## src/rtl/wb_stage_pipe_pkg.sv

```systemverilog
// Shared encodings and helpers for the writeback stage.
package wb_stage_pipe_pkg;

    typedef enum logic [1:0] {
        RES_SEL_ALU = 2'd0,
        RES_SEL_MEM = 2'd1,
        RES_SEL_PC4 = 2'd2,
        RES_SEL_RSV = 2'd3
    } res_sel_e;

    typedef enum logic [1:0] {
        LD_SIZE_B   = 2'd0,
        LD_SIZE_H   = 2'd1,
        LD_SIZE_W   = 2'd2,
        LD_SIZE_RSV = 2'd3
    } ld_size_e;

    // Natural-alignment check; the reserved size behaves as a word.
    function automatic logic is_misaligned(input ld_size_e size, input logic [1:0] addr_lo);
        logic mis;
        case (size)
            LD_SIZE_B: mis = 1'b0;
            LD_SIZE_H: mis = addr_lo[0];
            default:   mis = (addr_lo != 2'b00);
        endcase
        return mis;
    endfunction

endpackage

```

## src/rtl/wb_stage_pipe_if.sv

```systemverilog
// MEM/WB boundary bundle: upstream instruction fields in, writeback results out.
interface wb_stage_pipe_if #(
    parameter int unsigned XLEN   = 32,
    parameter int unsigned REG_AW = 5,
    parameter int unsigned CNT_W  = 64
);
    logic              i_valid;
    logic              i_stall;
    logic              i_flush;
    logic              o_ready;
    logic [REG_AW-1:0] i_rd_num;
    logic              i_rd_we;
    logic [1:0]        i_res_sel;
    logic [XLEN-1:0]   i_alu_out;
    logic [XLEN-1:0]   i_mem_out;
    logic [XLEN-1:0]   i_pc_plus4;
    logic [1:0]        i_ld_size;
    logic              i_ld_unsigned;
    logic [REG_AW-1:0] rd_num;
    logic [XLEN-1:0]   rd;
    logic              rd_we;
    logic              o_valid;
    logic              o_misaligned;
    logic [CNT_W-1:0]  instret;

    modport master (
        output i_valid, i_stall, i_flush, i_rd_num, i_rd_we, i_res_sel,
               i_alu_out, i_mem_out, i_pc_plus4, i_ld_size, i_ld_unsigned,
        input  o_ready, rd_num, rd, rd_we, o_valid, o_misaligned, instret
    );

    modport slave (
        input  i_valid, i_stall, i_flush, i_rd_num, i_rd_we, i_res_sel,
               i_alu_out, i_mem_out, i_pc_plus4, i_ld_size, i_ld_unsigned,
        output o_ready, rd_num, rd, rd_we, o_valid, o_misaligned, instret
    );
endinterface

```

## src/rtl/wb_stage_pipe_load_align.sv

```systemverilog
// Sub-word load lane extractor and sign/zero extender (purely combinational).
module wb_stage_pipe_load_align
    import wb_stage_pipe_pkg::*;
#(
    parameter int unsigned XLEN = 32
) (
    input  logic [XLEN-1:0] mem_word,
    input  logic [1:0]      addr_lo,
    input  ld_size_e        ld_size,
    input  logic            ld_unsigned,
    output logic [XLEN-1:0] data_c
);
    logic [31:0]     word;
    logic [7:0]      byte_lane;
    logic [15:0]     half_lane;
    logic [XLEN-1:0] word_ext;

    assign word      = mem_word[31:0];
    assign byte_lane = word[{addr_lo, 3'b000} +: 8];
    assign half_lane = word[{addr_lo[1], 4'b0000} +: 16];

    // Word loads only need extension when the datapath is wider than 32 bits.
    if (XLEN > 32) begin : g_wide
        assign word_ext = {{(XLEN-32){word[31] & ~ld_unsigned}}, word};
    end else begin : g_narrow
        assign word_ext = word;
    end

    // Pick the lane for the access size and extend it to XLEN.
    always_comb begin
        data_c = word_ext;
        case (ld_size)
            LD_SIZE_B: data_c = {{(XLEN-8){byte_lane[7] & ~ld_unsigned}}, byte_lane};
            LD_SIZE_H: data_c = {{(XLEN-16){half_lane[15] & ~ld_unsigned}}, half_lane};
            default:   data_c = word_ext;
        endcase
    end
endmodule

```

## src/rtl/wb_stage_pipe.sv

```systemverilog
// Registered writeback stage: result select, x0 suppression, misalign flag, instret.
module wb_stage_pipe
    import wb_stage_pipe_pkg::*;
#(
    parameter int unsigned XLEN   = 32,
    parameter int unsigned REG_AW = 5,
    parameter int unsigned CNT_W  = 64
) (
    input  logic            clk,
    input  logic            rst,
    wb_stage_pipe_if.slave  bus
);
    logic            acc_c;
    logic            mis_c;
    logic            we_c;
    logic [XLEN-1:0] ld_data_c;
    logic [XLEN-1:0] res_c;
    ld_size_e        ld_size_c;
    res_sel_e        res_sel_c;

    assign bus.o_ready = ~bus.i_stall;
    assign ld_size_c   = ld_size_e'(bus.i_ld_size);
    assign res_sel_c   = res_sel_e'(bus.i_res_sel);

    wb_stage_pipe_load_align #(.XLEN(XLEN)) u_load_align (
        .mem_word    (bus.i_mem_out),
        .addr_lo     (bus.i_alu_out[1:0]),
        .ld_size     (ld_size_c),
        .ld_unsigned (bus.i_ld_unsigned),
        .data_c      (ld_data_c)
    );

    // Accept qualification, source mux and write-enable decision.
    always_comb begin
        acc_c = bus.i_valid & ~bus.i_stall & ~bus.i_flush;
        mis_c = 1'b0;
        res_c = bus.i_alu_out;
        case (res_sel_c)
            RES_SEL_MEM: begin
                res_c = ld_data_c;
                mis_c = is_misaligned(ld_size_c, bus.i_alu_out[1:0]);
            end
            RES_SEL_PC4: res_c = bus.i_pc_plus4;
            default:     res_c = bus.i_alu_out;
        endcase
        we_c = bus.i_rd_we & (bus.i_rd_num != REG_AW'(0)) & ~mis_c;
    end

    // Output register: pulses clear when nothing is accepted, data holds.
    always_ff @(posedge clk) begin
        if (rst) begin
            bus.rd_num       <= '0;
            bus.rd           <= '0;
            bus.rd_we        <= 1'b0;
            bus.o_valid      <= 1'b0;
            bus.o_misaligned <= 1'b0;
            bus.instret      <= '0;
        end else begin
            bus.o_valid      <= acc_c;
            bus.rd_we        <= acc_c & we_c;
            bus.o_misaligned <= acc_c & mis_c;
            if (acc_c) begin
                bus.rd     <= res_c;
                bus.rd_num <= bus.i_rd_num;
                if (!mis_c) begin
                    bus.instret <= bus.instret + CNT_W'(1);
                end
            end
        end
    end
endmodule

```

## src/flat_wrapper.sv

```systemverilog
// flat-port wrapper written by rule: the top's interface ports become plain ports
module wb_stage_pipe_flat import wb_stage_pipe_pkg::*;
#(
    parameter int unsigned XLEN   = 32,
    parameter int unsigned REG_AW = 5,
    parameter int unsigned CNT_W  = 64
)
  (clk, rst, bus_i_valid, bus_i_stall, bus_i_flush, bus_i_rd_num, bus_i_rd_we, bus_i_res_sel, bus_i_alu_out, bus_i_mem_out, bus_i_pc_plus4, bus_i_ld_size, bus_i_ld_unsigned, bus_o_ready, bus_rd_num, bus_rd, bus_rd_we, bus_o_valid, bus_o_misaligned, bus_instret);
  wb_stage_pipe_if #(.XLEN(XLEN), .REG_AW(REG_AW), .CNT_W(CNT_W)) bus_i ();
  input  logic clk;
  input  logic rst;
  input wire logic [$bits(bus_i.i_valid)-1:0] bus_i_valid;
  input wire logic [$bits(bus_i.i_stall)-1:0] bus_i_stall;
  input wire logic [$bits(bus_i.i_flush)-1:0] bus_i_flush;
  input wire logic [$bits(bus_i.i_rd_num)-1:0] bus_i_rd_num;
  input wire logic [$bits(bus_i.i_rd_we)-1:0] bus_i_rd_we;
  input wire logic [$bits(bus_i.i_res_sel)-1:0] bus_i_res_sel;
  input wire logic [$bits(bus_i.i_alu_out)-1:0] bus_i_alu_out;
  input wire logic [$bits(bus_i.i_mem_out)-1:0] bus_i_mem_out;
  input wire logic [$bits(bus_i.i_pc_plus4)-1:0] bus_i_pc_plus4;
  input wire logic [$bits(bus_i.i_ld_size)-1:0] bus_i_ld_size;
  input wire logic [$bits(bus_i.i_ld_unsigned)-1:0] bus_i_ld_unsigned;
  output wire logic [$bits(bus_i.o_ready)-1:0] bus_o_ready;
  output wire logic [$bits(bus_i.rd_num)-1:0] bus_rd_num;
  output wire logic [$bits(bus_i.rd)-1:0] bus_rd;
  output wire logic [$bits(bus_i.rd_we)-1:0] bus_rd_we;
  output wire logic [$bits(bus_i.o_valid)-1:0] bus_o_valid;
  output wire logic [$bits(bus_i.o_misaligned)-1:0] bus_o_misaligned;
  output wire logic [$bits(bus_i.instret)-1:0] bus_instret;
  assign bus_i.i_valid = bus_i_valid;
  assign bus_i.i_stall = bus_i_stall;
  assign bus_i.i_flush = bus_i_flush;
  assign bus_i.i_rd_num = bus_i_rd_num;
  assign bus_i.i_rd_we = bus_i_rd_we;
  assign bus_i.i_res_sel = bus_i_res_sel;
  assign bus_i.i_alu_out = bus_i_alu_out;
  assign bus_i.i_mem_out = bus_i_mem_out;
  assign bus_i.i_pc_plus4 = bus_i_pc_plus4;
  assign bus_i.i_ld_size = bus_i_ld_size;
  assign bus_i.i_ld_unsigned = bus_i_ld_unsigned;
  assign bus_o_ready = bus_i.o_ready;
  assign bus_rd_num = bus_i.rd_num;
  assign bus_rd = bus_i.rd;
  assign bus_rd_we = bus_i.rd_we;
  assign bus_o_valid = bus_i.o_valid;
  assign bus_o_misaligned = bus_i.o_misaligned;
  assign bus_instret = bus_i.instret;
  wb_stage_pipe #(.XLEN(XLEN), .REG_AW(REG_AW), .CNT_W(CNT_W)) u_core (.clk(clk), .rst(rst), .bus(bus_i));
endmodule
```

## config.mk

```make
export PLATFORM = sky130hd
export DESIGN_NAME = wb_stage_pipe_flat
export DESIGN_NICKNAME = d
export VERILOG_FILES = /design/src/rtl/wb_stage_pipe_pkg.sv /design/src/rtl/wb_stage_pipe_if.sv /design/src/rtl/wb_stage_pipe_load_align.sv /design/src/rtl/wb_stage_pipe.sv /design/src/flat_wrapper.sv
export SDC_FILE = /design/constraint.sdc
export NUM_CORES = 1
export LEC_CHECK = 0
export ABC_AREA = 1
export CAP_MARGIN = 20
export CORE_MARGIN = 10
export CORE_UTILIZATION = 30
export CTS_CLUSTER_SIZE = 14
export DETAILED_ROUTE_END_ITERATION = 10
export SLEW_MARGIN = 20
export SYNTH_ARGS = -nofsm -noshare
export SYNTH_HDL_FRONTEND = slang
export SYNTH_HIERARCHICAL = 1
export SYNTH_SLANG_ARGS = --single-unit
```

## constraint.sdc

```tcl
create_clock -name clk -period 2.7 [get_ports clk]
set_input_delay 0.27 -clock clk [delete_from_list [all_inputs] [get_ports clk]]
set_output_delay 0.27 -clock clk [all_outputs]
set_load 0.01 [all_outputs]
```

# After elaboration in Yosys (flattened, before gate mapping)
# Index checks and enable logic that the tools add are counted.
# Widths: inputs -> output; s select.
[word_totals] output_inout_bits=105 elab_cells=32 register_bits=104
[classes] eq_ne=3 muxes=4 n_reduce_logical=4 shifts=2 bitwise=12 n_addsub=1
[ops] operator="$pmux 32 s2" count=2
[ops] operator="$add 64x1->64 const B" count=1
[ops] operator="$shiftx 32x6->16" count=1
[ops] operator="$shiftx 32x6->8" count=1
[ops] operator="$and 1x1->1" count=8
[ops] operator="$reduce_bool 5->1" count=1
[ops] operator="$eq 2x1->1 const B" count=2
[ops] operator="$not 1->1" count=4
[ops] operator="$eq 2x2->1 const B" count=1
[ops] operator="$logic_not 2->1" count=1
[ops] operator="$pmux 1 s2" count=1
[ops] operator="$reduce_and 2->1" count=1
[ops] operator="$reduce_bool 2->1" count=1
[ops] operator="$mux 1" count=1

# Logic depth before layout (Yosys ltp)
[logic_depth] ltp_word=6 ltp_mapped=13

# Modules after synthesis
# The synthesis kept the hierarchy.
[modules_own_cells] module="wb_stage_pipe" instances=1 cells_each=895 area_per_inst_um2=5771.8 seq_area_each_um2=2082.0
[modules_own_cells] module="wb_stage_pipe_load_align" instances=1 cells_each=159 area_per_inst_um2=844.6 seq_area_each_um2=0.0

# Worst setup path after synthesis
# OpenSTA, ideal clock, no wires.
[synth_path] kind="flip-flop to flip-flop" from="register u_core.bus.instret[1]" to="register u_core.bus.instret[56]" setup_ps=115 arrival_time_ps=1505 required_time_ps=2585 period_less_slack_ps=1620 slack_ps=1080 stages_incl_launch_ff=11 cell_sequence="dfxtp_1 -> ha_1 -> inv_1 -> nor2_2 -> nand2_1 -> nor2_4 -> nand2_1 -> nor2_4 -> nand3_1 -> nand2_1 -> nor2_1"
[synth_between] elab_chain_len=1
[synth_lines] element="start, declared" line_no="wb_stage_pipe_if.sv:35" text="output o_ready, rd_num, rd, rd_we, o_valid, o_misaligned, instret"
[synth_lines] element="start signal, assigned" line_no="wb_stage_pipe.sv:66" text="bus.instret <= bus.instret + CNT_W'(1);"
[synth_lines] element="$add 64x1->64" line_no="wb_stage_pipe.sv:66"
# No other way between the ends.
# A chain may end at the register's enable or synchronous reset.

# Worst setup path after layout
[layout_path] from="input port bus_i_alu_out[1]" to="register u_core.bus.instret[59]"
[layout_between] elab_chain_len=5
[layout_lines] element="start, declared" line_no="flat_wrapper.sv:18" text="input wire logic [$bits(bus_i.i_alu_out)-1:0] bus_i_alu_out;"
[layout_lines] element="$reduce_bool 2->1" line_no="wb_stage_pipe_pkg.sv:24" text="default: mis = (addr_lo != 2'b00);"
[layout_lines] element="$pmux 1 s2" line_no="wb_stage_pipe_pkg.sv:21" text="case (size)"
[layout_lines] element="$mux 1" line_no="wb_stage_pipe.sv:38" text="case (res_sel_c)"
[layout_lines] element="$not 1->1"
[layout_lines] element="$reduce_and 2->1 (no source line)"
# No other way between the ends.

==> flow_summary.yaml <==
logic_synthesis:
  synth_seq_area_share_pct: 31.47
  syn-mean-instance-area_sq_um: 6.277
  yosys.area.top_type: "dfxtp_1"
  synth_edf_count: 0
  yosys-top-cells-count: "nand2_1, nor2_1, dfxtp_1"
  ys_warn_count: 6
  synthDominantCellAreaShare_pct: 31.47
  synth-seq-cells: 104
  ys.flop_type: "dfxtp_1"
  synthCells: 1054
  synth.net_count: 1169
  synth_cell_types: 38
  synthArstFlopShare_pct: 0
  netlist_area_sq_um: 6616
  ys_top_cells_by_area: "dfxtp_1, nand2_1, nor2_1"
  synth.most_common_cell: "nand2_1"
clocking:
  cts.sinks: 104
  cts_setup_buffers: 0
  clk_latency_ns: 0.36
  clk_pin_slew_ns: 0.07
  hold_buffers: 0
  cts-buffers-inserted: 9
  clock_path_buffers: 2
  htree_levels: 3
  tritoncts: "yes"
  root_buffer: "clkbuf_16"
  cts_repair_resize_count: 0
critical_path:
  r2r_slack_ns: 0.87
  worstSetupPathType: "in2reg"
  cp-end-kind: "flip-flop"
  crit_path_start: "bus_i_alu_out[1]"
  required_ns: 2.95
  reg2reg_from: "u_core/bus.instret[1]$_SDFFE_PP0P_"
  r2r_cells: 9
  critPathMaxFanout: 10
  r2r_end: "u_core/bus.instret[20]$_SDFFE_PP0P_"
  crit_end: "u_core/bus.instret[59]$_SDFFE_PP0P_"
  cp.arrival_ns: 2.35
  start_kind: "primary input"
power:
  swShare_pct: 26.59
  intPower_w: 0.002680
  ir_drop_mv: 0.3268
  pwr-share-comb_pct: 17.5
  design_power_total_w: 0.003651
  seqPwrFrac_pct: 43.2
  p_clk_share_pct: 39.3
  power_switching_w: 0.0009707
  leakagePower_nw: 3.557
  power.density_nw_per_um2: 390.7
global_route:
  grt_use_met3_pct: 8.499
  grt_use_met2_pct: 32.27
  grt_use_met1_pct: 20.07
  grt.overflow.total: 0
  grt_max_degree: 59
  grt-busiest-layer: "met2"
  grt_pass1_wl_um: 42370
  antenna_found_initial: 2
  grt_usage_pct: 18.63
  grt_pass1_vias: 7639
timing:
  slew_violations: 0
  setup_violations: 0
  period_needed_ns: 2.103
  timing.slew.headroom_pct: 54.02
  fin_hold_ws_ns: 0.4687
  rsz0062_at_grt: "no"
  tns_ns: 0
  worstMarginPinSlew_ns: 0.6897
  skew_ns: 0.01243
  fmax_mhz: 475.5
  hold_viol_final: 0
  fin_ws_ns: 0.5970
  fin_crit_sh_pct: 77.89
floorplanning:
  die_w_um: 168.5
  pin_count: 217
  start_util_pct: 30.41
  rows: 54
  die_h_um: 168.5
  core_sq_um: 21760
  die_area_sq_um: 28390
routing:
  via_count: 7560
  routed_wl_um: 27490
  via_per_inst: 4.928
  postRouteAntennaNets: 0
  drt-initial-drc-count: 555
  post_drt_wl_per_cell_um: 17.92
  route.detailed.drc: 0
  firstDrtPassIters: 5
finish:
  finalNetCount: 1365
  multiInputGateArea_sq_um: 4014
  seq_area_sq_um: 2082
  drive_above_1_share_pct: 7.582
  syn_to_final_growth_pct: 41.23
  fillers: 2277
status:
  status: "completed"
place:
  dpl.hpwl_um: 21700
  gp_congestion: 0.9220
  port-buffer-count: 216
  post-place-ws_ns: 0.2525
flow_run:
  max-cap-violations: 0
hold_path:
  min_path_type: "reg2reg"
[cell usage in the layout (no fill, tap or decap), types with 2 or more instances in the layout]
cell / count
nand2_1: 316
clkdlybuf4s50_1: 216
nor2_1: 164
dfxtp_1: 104
a21oi_1: 95
inv_1: 76
nand3_1: 53
o21ai_0: 45
a22o_1: 32
nand3_2: 22
nand4_1: 19
nor2_2: 13
buf_4: 13
nor3_1: 12
clkbuf_16: 9
nand2_2: 9
nor2_4: 8
xor2_1: 6
nor3b_1: 4
inv_2: 3
nand2_4: 3
o21bai_1: 3
o21ai_1: 3
bufinv_16: 2
nor4_1: 2
o21a_1: 2
ha_1: 2
inv_4: 2
nor2_8: 2
[worst max-delay path, stage by stage]
cell             delay, ns
clkdlybuf4s50_1       0.60
nor2_1                0.27
nor2_2                0.08
a21oi_4               0.32
buf_4                 0.26
nand3_1               0.09
nor2_1                0.23
nand3_1               0.11
nand2_1               0.08
nor2_1                0.04
[how the worst min path moves through the flow]
stage                     slack [ns]                                 to  cells after the start                               from
after global placement          0.45  u_core/bus.rd_num[2]$_SDFFE_PP0P_                      2  u_core/bus.rd_num[2]$_SDFFE_PP0P_
after CTS                       0.46        u_core/bus.rd_we$_SDFF_PP0_                      3                        bus_i_rd_we
after floorplan                 0.41        u_core/bus.rd_we$_SDFF_PP0_                      2                        bus_i_rd_we
final                           0.47  u_core/bus.rd_num[3]$_SDFFE_PP0P_                      2  u_core/bus.rd_num[3]$_SDFFE_PP0P_
after detailed placement        0.46  u_core/bus.rd_num[2]$_SDFFE_PP0P_                      2  u_core/bus.rd_num[2]$_SDFFE_PP0P_
after global routing            0.49  u_core/bus.rd_num[2]$_SDFFE_PP0P_                      2  u_core/bus.rd_num[2]$_SDFFE_PP0P_
[power by group through the flow]
| stage | clock [W] | combinational (W) | sequential (W) |
|---|---|---|---|
| 3_5_place_dp | 0 | 0.000636 | 0.00161 |
| 2_1_floorplan | 0 | 0.000279 | 0.00163 |
| 6_report | 0.00143 | 0.000638 | 0.00158 |
| 5_1_grt | 0.00152 | 0.000687 | 0.00158 |
| 4_1_cts | 0.00148 | 0.000638 | 0.00158 |
| 3_3_place_gp | 0 | 0.000635 | 0.00161 |
[cell families after synthesis]
group	after synthesis	share of synthesized area (%)
and+or+nand+nor	632	43.10
AOI/OAI and AO/OA	183	16.07
buffers and inverters	126	7.999
DFF	104	31.47
xor gates and xnor gates	6	0.7942
adders and majority gates	3	0.5674
[cell type report]
type	instances	share of cell area, %
Antenna cell	1	0.02678
Clock buffer	9	2.410
Clock inverter	5	0.8704
Inverter	81	3.307
Multi-Input combinational cell	824	42.96
Sequential cell	104	22.28
Tap cell	280	3.749
Timing Repair Buffer	230	24.40
[per-stage QoR]
step	cells	cell area, sq um	util, %
after detailed placement	1519	9035	41.53
after global routing	1534	9344	42.95
after CTS	1533	9341	42.94
after floorplan	1054	6616	-
final	1534	9344	42.95
after global placement	1519	9032	41.52
[metal layers]
metal | up-vias | wire (um)
li1 | 3815 | -
met1 | 3448 | 10800
met2 | 264 | 13170
met3 | 31 | 2899
met4 | 2 | 603
met5 | - | 13
[flip-flops by register name, indices dropped and copies added (netlist names)]
signal                   cells
u_core/bus.rd_we             1
u_core/bus.instret          64
u_core/bus.o_misaligned      1
u_core/bus.rd               32
u_core/bus.o_valid           1
u_core/bus.rd_num            5
Power figures use the tool's default switching activity.
